**config.mk**
```make
export PLATFORM = sky130hd
export DESIGN_NAME = adder_pipe
export DESIGN_NICKNAME = d
export VERILOG_FILES = /design/src/rtl/adder_pkg.sv /design/src/rtl/adder_chunk.sv /design/src/rtl/adder_pipe.sv
export SDC_FILE = /design/constraint.sdc
export NUM_CORES = 1
export LEC_CHECK = 0
export CAP_MARGIN = 20
export CORE_MARGIN = 8
export CORE_UTILIZATION = 51
export CTS_BUF_LIST = sky130_fd_sc_hd__clkbuf_2 sky130_fd_sc_hd__clkbuf_4 sky130_fd_sc_hd__clkbuf_8
export DETAILED_ROUTE_END_ITERATION = 8
export PLACE_DENSITY_LB_ADDON = 0.3
export SETUP_SLACK_MARGIN = 0.2
export SLEW_MARGIN = 20
export SYNTH_ARGS = -nofsm -noshare
export SYNTH_HDL_FRONTEND = slang
export SYNTH_SLANG_ARGS = --single-unit
```
**constraint.sdc**
```tcl
create_clock -name clk -period 2.38 [get_ports clk]
set_input_delay 0.357 -clock clk [delete_from_list [all_inputs] [get_ports clk]]
set_output_delay 0.357 -clock clk [all_outputs]
set_load 0.1 [all_outputs]
```
**src/rtl/adder_pkg.sv**
```systemverilog
// Shared constants and helpers for the chunked pipelined adder.
package adder_pkg;

   localparam int DEF_WIDTH = 8;
   localparam int DEF_CHUNK = 2;

   // Pipeline depth: one stage per CHUNK-bit slice of the operands.
   function automatic int calc_stages(input int width, input int chunk);
      return width / chunk;
   endfunction

endpackage

```
**src/rtl/adder_chunk.sv**
```systemverilog
// Combinational CHUNK-bit adder slice with carry-in and carry-out; holds no state.
module adder_chunk
   import adder_pkg::*;
#(
   parameter int CHUNK = DEF_CHUNK
) (
   input  logic [CHUNK-1:0] i_a,
   input  logic [CHUNK-1:0] i_b,
   input  logic             i_cin,
   output logic [CHUNK-1:0] o_sum,
   output logic             o_cout
);

   logic [CHUNK:0] w_total;

   assign w_total = {1'b0, i_a} + {1'b0, i_b} + {{CHUNK{1'b0}}, i_cin};
   assign o_sum   = w_total[CHUNK-1:0];
   assign o_cout  = w_total[CHUNK];

endmodule

```
**src/rtl/adder_pipe.sv**
```systemverilog
// Valid/ready pipelined adder/subtractor: one CHUNK-bit slice is resolved per
// stage, with the operands skewed forward alongside the partial result.
module adder_pipe
   import adder_pkg::*;
#(
   parameter int WIDTH = DEF_WIDTH,
   parameter int CHUNK = DEF_CHUNK
) (
   input  logic             clk,
   input  logic             rst,
   input  logic             in_valid,
   output logic             in_ready,
   input  logic [WIDTH-1:0] a,
   input  logic [WIDTH-1:0] b,
   input  logic             sub,
   output logic             out_valid,
   input  logic             out_ready,
   output logic [WIDTH:0]   sum
);

   localparam int STAGES = calc_stages(WIDTH, CHUNK);
   localparam logic [WIDTH-1:0] L_MASK = WIDTH'({CHUNK{1'b1}});

   // Reject configurations that cannot be split into whole slices.
   generate
      if (CHUNK < 1) begin : g_bad_chunk
         $error("adder_pipe: CHUNK must be at least 1");
      end else if ((WIDTH % CHUNK) != 0) begin : g_bad_split
         $error("adder_pipe: WIDTH must be a multiple of CHUNK");
      end
   endgenerate

   // Stage registers: operand skew (a, effective b), partial sum, carry, valid.
   logic [WIDTH-1:0] r_a [STAGES];
   logic [WIDTH-1:0] r_b [STAGES];
   logic [WIDTH-1:0] r_s [STAGES];
   logic             r_c [STAGES];
   logic             r_v [STAGES];

   // Next-state values produced by each stage.
   logic [WIDTH-1:0] w_a_nxt [STAGES];
   logic [WIDTH-1:0] w_b_nxt [STAGES];
   logic [WIDTH-1:0] w_s_nxt [STAGES];
   logic             w_c_nxt [STAGES];
   logic             w_v_nxt [STAGES];

   logic w_en;

   // The whole pipeline moves as one unless the output is held by the consumer.
   assign w_en      = !r_v[STAGES-1] || out_ready;
   assign in_ready  = w_en;
   assign out_valid = r_v[STAGES-1];
   assign sum       = {r_c[STAGES-1], r_s[STAGES-1]};

   generate
      for (genvar g = 0; g < STAGES; g++) begin : g_stage
         logic [WIDTH-1:0] w_a_in;
         logic [WIDTH-1:0] w_b_in;
         logic [WIDTH-1:0] w_s_in;
         logic             w_c_in;
         logic             w_v_in;
         logic [CHUNK-1:0] w_cs;
         logic             w_co;

         if (g == 0) begin : g_head
            // Subtraction is a + ~b + 1: invert b here and seed the carry with sub.
            assign w_a_in = a;
            assign w_b_in = sub ? ~b : b;
            assign w_s_in = {WIDTH{1'b0}};
            assign w_c_in = sub;
            assign w_v_in = in_valid;
         end else begin : g_tail
            assign w_a_in = r_a[g-1];
            assign w_b_in = r_b[g-1];
            assign w_s_in = r_s[g-1];
            assign w_c_in = r_c[g-1];
            assign w_v_in = r_v[g-1];
         end

         adder_chunk #(
            .CHUNK(CHUNK)
         ) u_chunk (
            .i_a    (w_a_in[g*CHUNK +: CHUNK]),
            .i_b    (w_b_in[g*CHUNK +: CHUNK]),
            .i_cin  (w_c_in),
            .o_sum  (w_cs),
            .o_cout (w_co)
         );

         // Slice g of the result is inserted; lower slices pass through untouched.
         assign w_a_nxt[g] = w_a_in;
         assign w_b_nxt[g] = w_b_in;
         assign w_s_nxt[g] = (w_s_in & ~(L_MASK << (g*CHUNK)))
                           | (WIDTH'(w_cs) << (g*CHUNK));
         assign w_c_nxt[g] = w_co;
         assign w_v_nxt[g] = w_v_in;
      end
   endgenerate

   // Pipeline registers: cleared by reset, advanced together on enable, held otherwise.
   always_ff @(posedge clk) begin
      if (rst) begin
         for (int k = 0; k < STAGES; k++) begin
            r_a[k] <= {WIDTH{1'b0}};
            r_b[k] <= {WIDTH{1'b0}};
            r_s[k] <= {WIDTH{1'b0}};
            r_c[k] <= 1'b0;
            r_v[k] <= 1'b0;
         end
      end else if (w_en) begin
         for (int k = 0; k < STAGES; k++) begin
            r_a[k] <= w_a_nxt[k];
            r_b[k] <= w_b_nxt[k];
            r_s[k] <= w_s_nxt[k];
            r_c[k] <= w_c_nxt[k];
            r_v[k] <= w_v_nxt[k];
         end
      end else begin
         for (int k = 0; k < STAGES; k++) begin
            r_a[k] <= r_a[k];
            r_b[k] <= r_b[k];
            r_s[k] <= r_s[k];
            r_c[k] <= r_c[k];
            r_v[k] <= r_v[k];
         end
      end
   end

endmodule

```
# After elaboration in Yosys (flattened, before gate mapping)
# Memory sizes are Yosys's and may differ from the RTL's.
# Index checks and enable logic that the tools add are counted.
# totals
regBits,0
latchBits,0
mem_bits_rw,104
mem_bits_ro,0
in_bits,21
output_inout_bits,11
elab_cells,110
mem_count,5
# classes
n_addsub,8
mul,0
div,0
order_cmp,0
n_eq_ne,1
shifts,0
mux,49
bitwise_logic,44
reduce_logical,3
# mem_list
memory,words,word_bits,rd,rd_ports_with_merged_regs,wr,line_no,rtl
r_a,4,8,3,0,4,adder_pipe.sv:34,logic [WIDTH-1:0] r_a [STAGES];
r_b,4,8,3,0,4,adder_pipe.sv:35,logic [WIDTH-1:0] r_b [STAGES];
r_s,4,8,4,0,4,adder_pipe.sv:36,logic [WIDTH-1:0] r_s [STAGES];
r_c,4,1,4,0,4,adder_pipe.sv:37,logic r_c [STAGES];
r_v,4,1,4,0,4,adder_pipe.sv:38,logic r_v [STAGES];
# ops
op,n
8-bit two-way mux,25
1-bit OR,40
1-bit two-way mux,24
2-bit by 2-bit adder with 3-bit output,4
3-bit by 1-bit adder with 3-bit output,4
8-bit NOT,1
6-bit by 8-bit OR with 8-bit output,1
8-bit by 4-bit OR with 8-bit output,1
8-bit by 6-bit OR with 8-bit output,1
2-bit AND reduction,1
1-bit logical NOT,1
1-bit logical OR,1
0-bit inequality test,1

# Depth between registers and ports, before layout
# Gate-level depths: netlist (run 1).
# An unclocked memory read counts as a cell.
# logic_depth
word_depth,8
depth_mapped,5
depth_no_buf,5

# By module
# From an unflattened synthesis (run 1), not the netlist that was laid out.
# unflattened
cells_unflattened,165
hier_area_um2,2493.6
# by_module_without_submodules
module,instances,cells_each,area_per_inst_um2,seq_area_each_um2
adder_pipe,1,125,2213.4,1561.5
adder_chunk,4,10,70.1,0.0

# Worst setup path before layout (run 1)
# Ideal clock, no wire load.
# synth_path
path_type,reg-to-reg
start,memory r_v[3]
end,"memory r_a[0][2] (netlist bit), enable pin"
arrival_ns,2.199
required_time_ns,1.765
setup_slack_ns,-0.434
stages_incl_launch_ff,3
path_buffers,0
cell_sequence,edfxtp_1 nor2b_4 nand2b_1
# synth_rtl
element,line_no
start: declaration,adder_pipe.sv:38
end: declaration,adder_pipe.sv:34

==> results.yml, run 1 <==
route:
  via_per_inst: 4.93
  vias: 1134
  drtIter0Drc: 83
  firstDrtPassIters: 4
  drc_errors: 0
  drt_wl_total_um: 3090
  drtAntennaViolNets: 0
  wl_per_cell_um: 13.4
critical_path:
  rrSetupSlack_ns: 0.69
  slowest_stage: "clkdlybuf4s50_1"
  end_kind: "register"
  ff2ff_path_depth: 4
  cpPeakStageDelay_ns: 0.50
  crit_required_ns: 2.42
  worst-path-stages: 4
  cp_top_family: "buffers and inverters"
  crit_path_max_fanout: 2
  path_cells: "clkdlybuf4s50_1, mux2_2, fa_1, nor2b_1"
  critical_path_class: "primary input to register"
  timing.rr.start: "r_c[0]"
  cp-start-kind: "primary input"
  crit_start: "b[0]"
  r2r_end: "r_s[1][3]"
  cp-endpoint: "r_s[0][1]"
  cp.arrival_ns: 1.76
  critPathBufInv: 1
logic_synthesis:
  synth_commonest_cells: "edfxtp_1, nor2b_1, nor3b_2"
  synthCells: 145
  synth-edff-count: 52
  synth-seq-area-share_pct: 66.2
  ys_top_cells_by_area: "edfxtp_1, nor3b_2, fa_1"
  yosysUniqueCellTypes: 17
  syn-cell-area_sq_um: 2360
  synth_seq_cells: 52
  async_flop_share_pct: 0
  yosysWarningCount: 0
  netlist.top_cell.by_area: "edfxtp_1"
  syn_avg_cell_area_sq_um: 16.3
  synth-main-ff-cell: "edfxtp_1"
  synth_top_area_share_pct: 66.2
  yosysMostFrequentCell: "edfxtp_1"
  syn_nets: 173
timing:
  fin_crit_ns: 1.72
  finalCritPeriodShare_pct: 72.3
  setup-tns-final_ns: 0
  setup_viol: 0
  rsz0062_at_grt: "false"
  drv_slew: 0
  clock.fmax_mhz: 581
  worst_slew_pin_slew_ns: 0.649
  finalHoldViolations: 0
  skew_ns: 0.00518
  slew_headroom_pct: 56.7
power:
  irDropWorstVdd_mv: 0.302
  leakage_nw: 1.08
  finalPower_mw: 1.92
  power_density_nw_per_um2: 691
worst_hold_path:
  hp-class: "register to register"
floorplanning:
  die_h_um: 84.0
  die_area_sq_um: 7060
  rows: 24
  core_sq_um: 4410
  die_x_um: 84.0
  pin_count: 32
  initial_core_util_pct: 53.5
global_routing:
  grt_pass1_vias: 1203
  antenna_found_initial: 0
  grt_max_degree: 53
  gr-total-overflow: 0
  grt_usage_pct: 9.46
  grt_pass1_wl_um: 5270
final_layout:
  n_fill_cell: 325
  drive_gt1_share_pct: 25.8
  antenna_cells: 0
  nets: 205
  multi_input_area_sq_um: 664
  seqCellArea_sq_um: 1560
  syn_to_final_growth_pct: 17.4
clock_tree:
  cts_sinks: 52
  cts_setup_buffers: 0
  cts_buffer_depth: 2
  clockRootBuffer: "clkbuf_8"
  cts_hold_buf: 0
  numCtsBuffers: 5
  cts_tree: "yes"
  cts_resized: 0
  insertion_delay_ns: 0.30
  path_clk_slew_ns: 0.09
  cts_max_level: 2
placed_design:
  portBuffers: 31
  dp_hpwl_um: 2020
  place_congestion: 0.687
status:
  status: "finished clean"
job:
  maxCapViolCount: 0
-- report_power, final --
group | total [mW] | switching [mW] | internal [mW]
registers | 1.08 | 0.0140 | 1.07
logic | 0.231 | 0.135 | 0.0956
clock network | 0.599 | 0.276 | 0.324
total | 1.92 | 0.425 | 1.49
-- worst min-delay path by stage --
stage,startpoint,end,slack (ns),cells past startpoint
6_report,r_s[0][1],r_s[1][1],0.54,1
5_1_grt,r_b[0][6],r_b[1][6],0.55,1
4_1_cts,r_s[0][1],r_s[1][1],0.54,1
3_5_place_dp,r_s[0][1],r_s[1][1],0.52,1
3_3_place_gp,r_a[0][4],r_a[1][4],0.51,1
2_1_floorplan,r_a[0][4],r_a[1][4],0.51,1
-- cells by family (layout without fill, tap and decap cells) --
kind of cell / count (synthesis) / after routing / synth area share, %
xor gates and xnor gates: 8 / 8 / 2.97
adders and majority gates: 7 / 7 / 5.94
buffers and inverters: 23 / 56 / 5.99
DFF: 52 / 52 / 66.2
muxes: 1 / 1 / 0.477
and+or+nand+nor: 54 / 54 / 18.5
-- cells in the final DEF (no fill, tap or decap), drive strengths merged --
cell type	n
buf	16
bufinv	1
clkbuf	6
clkdlybuf4s50	19
clkinv	1
edfxtp	52
fa	7
inv	13
mux2	1
nand2b	1
nor2	10
nor2b	21
nor3	3
nor3b	19
xnor2	7
xor2	1
-- layer usage --
layer	up-vias	global-route usage, %	part of all wire (%)
li1	552	-	-
met1	541	9.73	43
met2	36	14.6	46
met3	5	4.49	7.6
met4	0	7.06	2.7
met5	-	0	0
-- state kept, by name, indices dropped and copies added (netlist names) --
name / count
r_a: 12
r_s: 20
r_b: 12
r_v: 4
r_c: 4
-- through the flow --
stage	area [sq um]	util, %	instances	hold slack (ns)	worst slack [ns]
2_1_floorplan	2370	-	145	0.509	0.155
3_5_place_dp	2660	60.3	222	0.524	0.328
6_report	2770	62.8	230	0.540	0.658
3_3_place_gp	2660	60.3	222	0.514	0.359
5_1_grt	2770	62.8	230	0.553	0.568
4_1_cts	2770	62.8	230	0.544	0.657
-- area by class of cell --
| cell class | instances | area share, % |
|---|---|---|
| clock buffers | 6 | 2.75 |
| clock inverters | 2 | 1.26 |
| inverters | 13 | 1.76 |
| multi-input cells | 70 | 24.0 |
| flip-flops and latches | 52 | 56.3 |
| well taps | 52 | 2.35 |
| repair buffers | 35 | 11.6 |
(Power assumes the default switching activity.)
==> inputs of run 2 (changes only) <==
--- a/config.mk
+++ b/config.mk
@@ -7,7 +7,7 @@
 export LEC_CHECK = 0
 export CAP_MARGIN = 20
 export CORE_MARGIN = 8
-export CORE_UTILIZATION = 51
+export CORE_UTILIZATION = 55
 export CTS_BUF_LIST = sky130_fd_sc_hd__clkbuf_2 sky130_fd_sc_hd__clkbuf_4 sky130_fd_sc_hd__clkbuf_8
 export DETAILED_ROUTE_END_ITERATION = 8
 export PLACE_DENSITY_LB_ADDON = 0.3
==> constraint.sdc (replaced) <==
create_clock -name clk -period 1.7 [get_ports clk]
set_input_delay 0.255 -clock clk [delete_from_list [all_inputs] [get_ports clk]]
set_output_delay 0.255 -clock clk [all_outputs]
set_load 0.1 [all_outputs]
==> run 2 against run 1 <==
  * Cell count up 3.5%
  * Combinational power rose by 61%
  * Critical path type is now register to register
  * Non-clock buffer count up 8
  * Power increased by 33%
  * Worst setup slack worse by 0.57 ns
==> results.yml, run 2 (synthesis results as in run 1) <==
placed_design:
  placed_cells: 229
  place_area_sq_um: 2870
  dp_hpwl_um: 2390
  portBuffers: 31
  place_congestion: 0.665
final_layout:
  layout_commonest_cell: "edfxtp_1"
  drive_gt1_share_pct: 33.3
  n_fill_cell: 280
  largest_register: "r_s"
  antenna_cells: 0
  final_cell_mix: "edfxtp_1, nor2b_1, nor3b_2, clkdlybuf4s50_1, buf_12"
  largest_reg_flops: 20
  nets: 213
  syn_to_final_growth_pct: 26.2
  fin_cells: 238
  top_regs: "r_s x20, r_a x12, r_b x12"
  final_area_sq_um: 2980
timing:
  finalCritPeriodShare_pct: 94.5
  slew_headroom_pct: 77.9
  worst_slew_pin_slew_ns: 0.331
  skew_ns: 0.00216
  finalHoldViolations: 0
  setup_viol: 0
  drv_slew: 0
  fin_crit_ns: 1.61
  clock.fmax_mhz: 622
  rsz0062_at_grt: "true"
  setup-tns-final_ns: 0
critical_path:
  timing.rr.start: "r_c[2]"
  critical_path_class: "register to register"
  crit_start: "r_c[2]"
  cp.arrival_ns: 1.65
  end_kind: "register"
  crit_required_ns: 1.75
  cp-endpoint: "r_s[3][7]"
  slowest_stage: "fa_2"
  crit_path_max_fanout: 1
  crit_path_frequent_cell: "inv_2"
  path_cells: "inv_2, fa_2, inv_2, fa_1, nor3b_2"
  rrSetupSlack_ns: 0.09
  ff2ff_path_depth: 5
  r2r_end: "r_s[3][7]"
  cpPeakStageDelay_ns: 0.37
  cp-start-kind: "register"
floorplanning:
  die_h_um: 81.5
  die_x_um: 81.5
  pin_count: 32
  core_sq_um: 4230
  initial_core_util_pct: 55.7
  rows: 24
  die_area_sq_um: 6640
power:
  power_density_nw_per_um2: 856
  finalPower_mw: 2.55
  leakage_nw: 1.17
  irDropWorstVdd_mv: 0.538
clock_tree:
  cts_hold_buf: 0
  cts_max_level: 2
  cts_tree: "yes"
  clockRootBuffer: "clkbuf_8"
  cts_sinks: 52
  insertion_delay_ns: 0.29
  numCtsBuffers: 5
  path_clk_slew_ns: 0.08
  cts_buffer_depth: 2
global_routing:
  gr-total-overflow: 0
  grt_pass1_vias: 1256
  grt_max_degree: 30
  grt_usage_pct: 10.9
  grt_pass1_wl_um: 5400
  antenna_found_initial: 0
job:
  maxCapViolCount: 0
worst_hold_path:
  hp-class: "primary input to register"
  hold_start: "a[0]"
route:
  drtAntennaViolNets: 0
  drc_errors: 0
  firstDrtPassIters: 4
  drt_wl_total_um: 3330
  drtIter0Drc: 67
  via_per_inst: 4.89
  vias: 1165
  wl_per_cell_um: 14.0
status:
  status: "finished clean"
-- run 2: how the worst min path moves through the flow --
stage | endpoint | slack (ns) | cells past startpoint
2_1_floorplan | r_a[0][3] | 0.46 | 1
3_3_place_gp | r_a[1][7] | 0.51 | 1
3_5_place_dp | r_b[1][6] | 0.52 | 1
4_1_cts | r_s[2][1] | 0.43 | 2
5_1_grt | r_s[0][0] | 0.40 | 3
6_report | r_s[0][0] | 0.37 | 3
-- run 2: layout make-up --
type / count / area, sq um / area share (%)
Timing Repair Buffer: 43 / 531 / 17.8
Inverter: 13 / 48.8 / 1.64
Tap cell: 52 / 65.1 / 2.18
Clock buffer: 5 / 68.8 / 2.31
Clock inverter: 3 / 13.8 / 0.462
Multi-Input combinational cell: 70 / 689 / 23.2
Sequential cell: 52 / 1560 / 52.4
-- run 2: power breakdown --
group / total (mW) / leakage (nW) / internal (mW) / switching [mW]
Combinational: 0.371 / 0.508 / 0.174 / 0.197
Sequential: 1.53 / 0.617 / 1.50 / 0.0281
Clock: 0.650 / 0.0453 / 0.280 / 0.370
Total: 2.55 / 1.17 / 1.95 / 0.595
-- run 2: through the flow --
stage	hold slack (ns)	util [%]	worst slack (ns)
after floorplan	0.464	-	-0.419
after global placement	0.513	67.7	-0.185
after detailed placement	0.522	67.7	-0.221
after CTS	0.431	69.9	0.0838
after global routing	0.400	70.3	0.0338
final	0.374	70.3	0.0929
-- run 2: repair_timing --
| item | CTS | global route |
|---|---|---|
| pin swaps | 2 | 2 |
| endpoints found under the hold margin | 0 | 0 |
| endpoints found under the setup margin | 7 | 5 |
| setup buffers | 1 | 0 |
| resized for setup | 6 | 5 |
-- run 2: metal layers --
metal  track usage (%)  vias to the layer above  part of all wire [%]  routed length (um)
met2              19.3                       37                    53                1750
met4              4.82                        0                   1.7                  57
met5                 0                        -                     0                   0
met3              5.03                        4                   8.0                 266
met1              10.7                      554                    38                1250
li1                  -                      570                     -                   -
-- run 2: critical path: cells and delay by family (launching register included) --
family,cells,cell delay [ns]
DFF,1,0.35
and+or+nand+nor,1,0.16
adders and majority gates,2,0.74
buffers and inverters,2,0.10
==> inputs of run 3 (changes only) <==
--- a/config.mk
+++ b/config.mk
@@ -5,9 +5,10 @@
 export SDC_FILE = /design/constraint.sdc
 export NUM_CORES = 1
 export LEC_CHECK = 0
+export ABC_AREA = 0
 export CAP_MARGIN = 20
 export CORE_MARGIN = 8
-export CORE_UTILIZATION = 55
+export CORE_UTILIZATION = 51
 export CTS_BUF_LIST = sky130_fd_sc_hd__clkbuf_2 sky130_fd_sc_hd__clkbuf_4 sky130_fd_sc_hd__clkbuf_8
 export DETAILED_ROUTE_END_ITERATION = 8
 export PLACE_DENSITY_LB_ADDON = 0.3
@@ -15,4 +16,5 @@
 export SLEW_MARGIN = 20
 export SYNTH_ARGS = -nofsm -noshare
 export SYNTH_HDL_FRONTEND = slang
+export SYNTH_HIERARCHICAL = 1
 export SYNTH_SLANG_ARGS = --single-unit
==> run 3 against run 2 <==
  * Clock-buffer cell count is the same
  * Final area grew 4.7%
  * Clock power grew 10%
  * Sequential share of layout area shrank 2.4 points
  * Critical endpoint unchanged
  * Largest cell class unchanged
==> results.yml, run 3 <==
status:
  status: "finished clean"
logic_synthesis:
  synth-edff-count: 52
  yosysWarningCount: 6
  yosysUniqueCellTypes: 15
  netlist.top_cell.by_area: "edfxtp_1"
  syn_nets: 194
  ys_top_cells_by_area: "edfxtp_1, nor3b_2, fa_1"
  synth_top_area_share_pct: 62.6
  synth_seq_cells: 52
  synth-main-ff-cell: "edfxtp_1"
  yosysMostFrequentCell: "edfxtp_1"
  synth_commonest_cells: "edfxtp_1, inv_1, nor2b_1"
  syn-cell-area_sq_um: 2490
  synthCells: 165
  synth-seq-area-share_pct: 62.6
  syn_avg_cell_area_sq_um: 15.1
  async_flop_share_pct: 0
job:
  maxCapViolCount: 0
global_routing:
  grt_usage_pct: 9.86
  grt_pass1_vias: 1328
  antenna_found_initial: 0
  grt_pass1_wl_um: 5670
  gr-total-overflow: 0
  grt_max_degree: 29
critical_path:
  critPathBufInv: 2
  crit_path_max_fanout: 1
  cp_top_family: "adder cells"
  end_kind: "register"
  cpPeakStageDelay_ns: 0.50
  ff2ff_path_depth: 5
  crit_required_ns: 1.76
  slowest_stage: "fa_1"
  cp.arrival_ns: 1.75
  timing.rr.start: "r_c[2]"
  crit_start: "r_c[2]"
  critical_path_class: "register to register"
  path_cells: "inv_2, fa_2, fa_1, inv_1, nor3b_2"
  r2r_end: "r_s[3][7]"
  cp-start-kind: "register"
  rrSetupSlack_ns: 0.02
power:
  power.share.combinational_pct: 15.1
  leakage_nw: 1.28
  power_density_nw_per_um2: 849
  power.share.sequential_pct: 57.8
  p_sw_uw: 652
  p_clk_share_pct: 27.0
  irDropWorstVdd_mv: 0.553
  finalPower_mw: 2.65
  switching_share_pct: 24.6
  p_int_mw: 1.99
timing:
  slew_headroom_pct: 75.9
  worst_slew_pin_slew_ns: 0.361
  skew_ns: 0.00939
  setup-tns-final_ns: 0
  clock.fmax_mhz: 594
  whs_ns: 0.451
  rsz0062_at_grt: "true"
  fin_ws_ns: 0.0161
  finalHoldViolations: 0
  finalCritPeriodShare_pct: 99.1
  drv_slew: 0
  setup_viol: 0
  fin_crit_ns: 1.68
placed_design:
  place_area_sq_um: 2980
  pre_cts_ws_ns: -0.585
  portBuffers: 31
  dp_hpwl_um: 2320
  placed_cells: 261
  place_congestion: 0.670
floorplanning:
  core_sq_um: 4720
  die_x_um: 85.9
  initial_core_util_pct: 52.8
  pin_count: 32
  die_area_sq_um: 7380
  rows: 25
  die_h_um: 85.9
clock_tree:
  cts_max_level: 2
  cts_buffer_depth: 2
  cts_sinks: 52
  numCtsBuffers: 5
  cts_tree: "yes"
  clockRootBuffer: "clkbuf_8"
  path_clk_slew_ns: 0.10
  insertion_delay_ns: 0.31
worst_hold_path:
  min_path_cells: 4
  hp-class: "primary input to register"
  hold_start: "sub"
  hold_end: "r_b[0][5]"
final_layout:
  drive_gt1_share_pct: 32.8
  syn_to_final_growth_pct: 25.1
  largest_register: "r_s"
  nets: 232
  fin_cells: 271
  final_cell_mix: "edfxtp_1, inv_1, nor2b_1, nor3b_2, clkdlybuf4s50_1"
  fin_util_pct: 66.0
  top_regs: "r_s x20, r_a x12, r_b x12"
  layout_commonest_cell: "edfxtp_1"
  final_area_sq_um: 3120
  antenna_cells: 0
  largest_reg_flops: 20
route:
  via_per_inst: 4.47
  wl_per_cell_um: 11.7
  drc_errors: 0
  vias: 1212
  firstDrtPassIters: 4
  drtAntennaViolNets: 0
  drtIter0Drc: 55
  drt_wl_total_um: 3160
## run 3: changes by cell type in the layout (fill, tap and decap cells not counted), moves of 3 or more
| cell | previous run | this run |
|---|---|---|
| nor3_2 | 3 | 0 |
| nor2_1 | 10 | 6 |
| nor2b_1 | 20 | 24 |
| buf_6 | 0 | 3 |
| inv_1 | 10 | 28 |
| nor3b_2 | 18 | 22 |
## run 3: how the worst max path moves through the flow
stage / slack (ns) / end / depth (start not counted)
floorplan: -0.37 / r_a[0][12] / 2
global route: -0.04 / r_s[2][5] / 5
global placement: -0.53 / r_s[0][1] / 7
finish: 0.02 / r_s[3][7] / 5
detailed placement: -0.59 / r_s[0][1] / 7
CTS: 0.007 / r_s[3][7] / 5
## run 3: cells by family (layout without fill, tap and decap cells)
kind of cell	after synthesis	after routing	synth area share [%]
and+or+nand+nor	54	54	18.8
DFF	52	52	62.6
buffers and inverters	43	82	9.38
adders and majority gates	8	8	6.42
xor gates and xnor gates	8	8	2.81
## run 3: per-layer routing
metal / global-route usage, % / share of wire, % / vias to the layer above
met4: 5.25 / 2.3 / 0
met1: 9.86 / 41 / 569
li1: - / - / 604
met5: 0 / 0 / -
met2: 16.8 / 50 / 33
met3: 4.39 / 6.7 / 6
## run 3: area by class of cell
type	instances	area (sq um)
Clock inverter	3	25.0
Fill cell	333	1600
Tap cell	67	83.8
Multi-Input combinational cell	70	726
Timing Repair Buffer	41	518
Sequential cell	52	1560
Clock buffer	5	68.8
Inverter	33	136
## run 3: what timing repair did
| item | CTS | global route |
|---|---|---|
| gates resized for setup | 11 | 12 |
| hold buffers | 0 | 0 |
| buffers inserted | 2 | 0 |
| pin swaps | 7 | 3 |
| gates cloned | 0 | 0 |
| hold endpoints to repair | 0 | 0 |
| endpoints found under the setup margin | 9 | 7 |
## run 3: tightest hold or removal path, stage by stage
cell	delay [ns]
buf_6	0.08
buf_4	0.16
xnor2_1	0.07
nor2_1	0.07
## run 3: power groups by stage
stage	sequential [mW]	clock (mW)	combinational, mW
2_1_floorplan	1.64	0	0.191
3_3_place_gp	1.56	0	0.389
3_5_place_dp	1.56	0	0.401
4_1_cts	1.53	0.737	0.404
5_1_grt	1.54	0.786	0.438
6_report	1.53	0.715	0.401
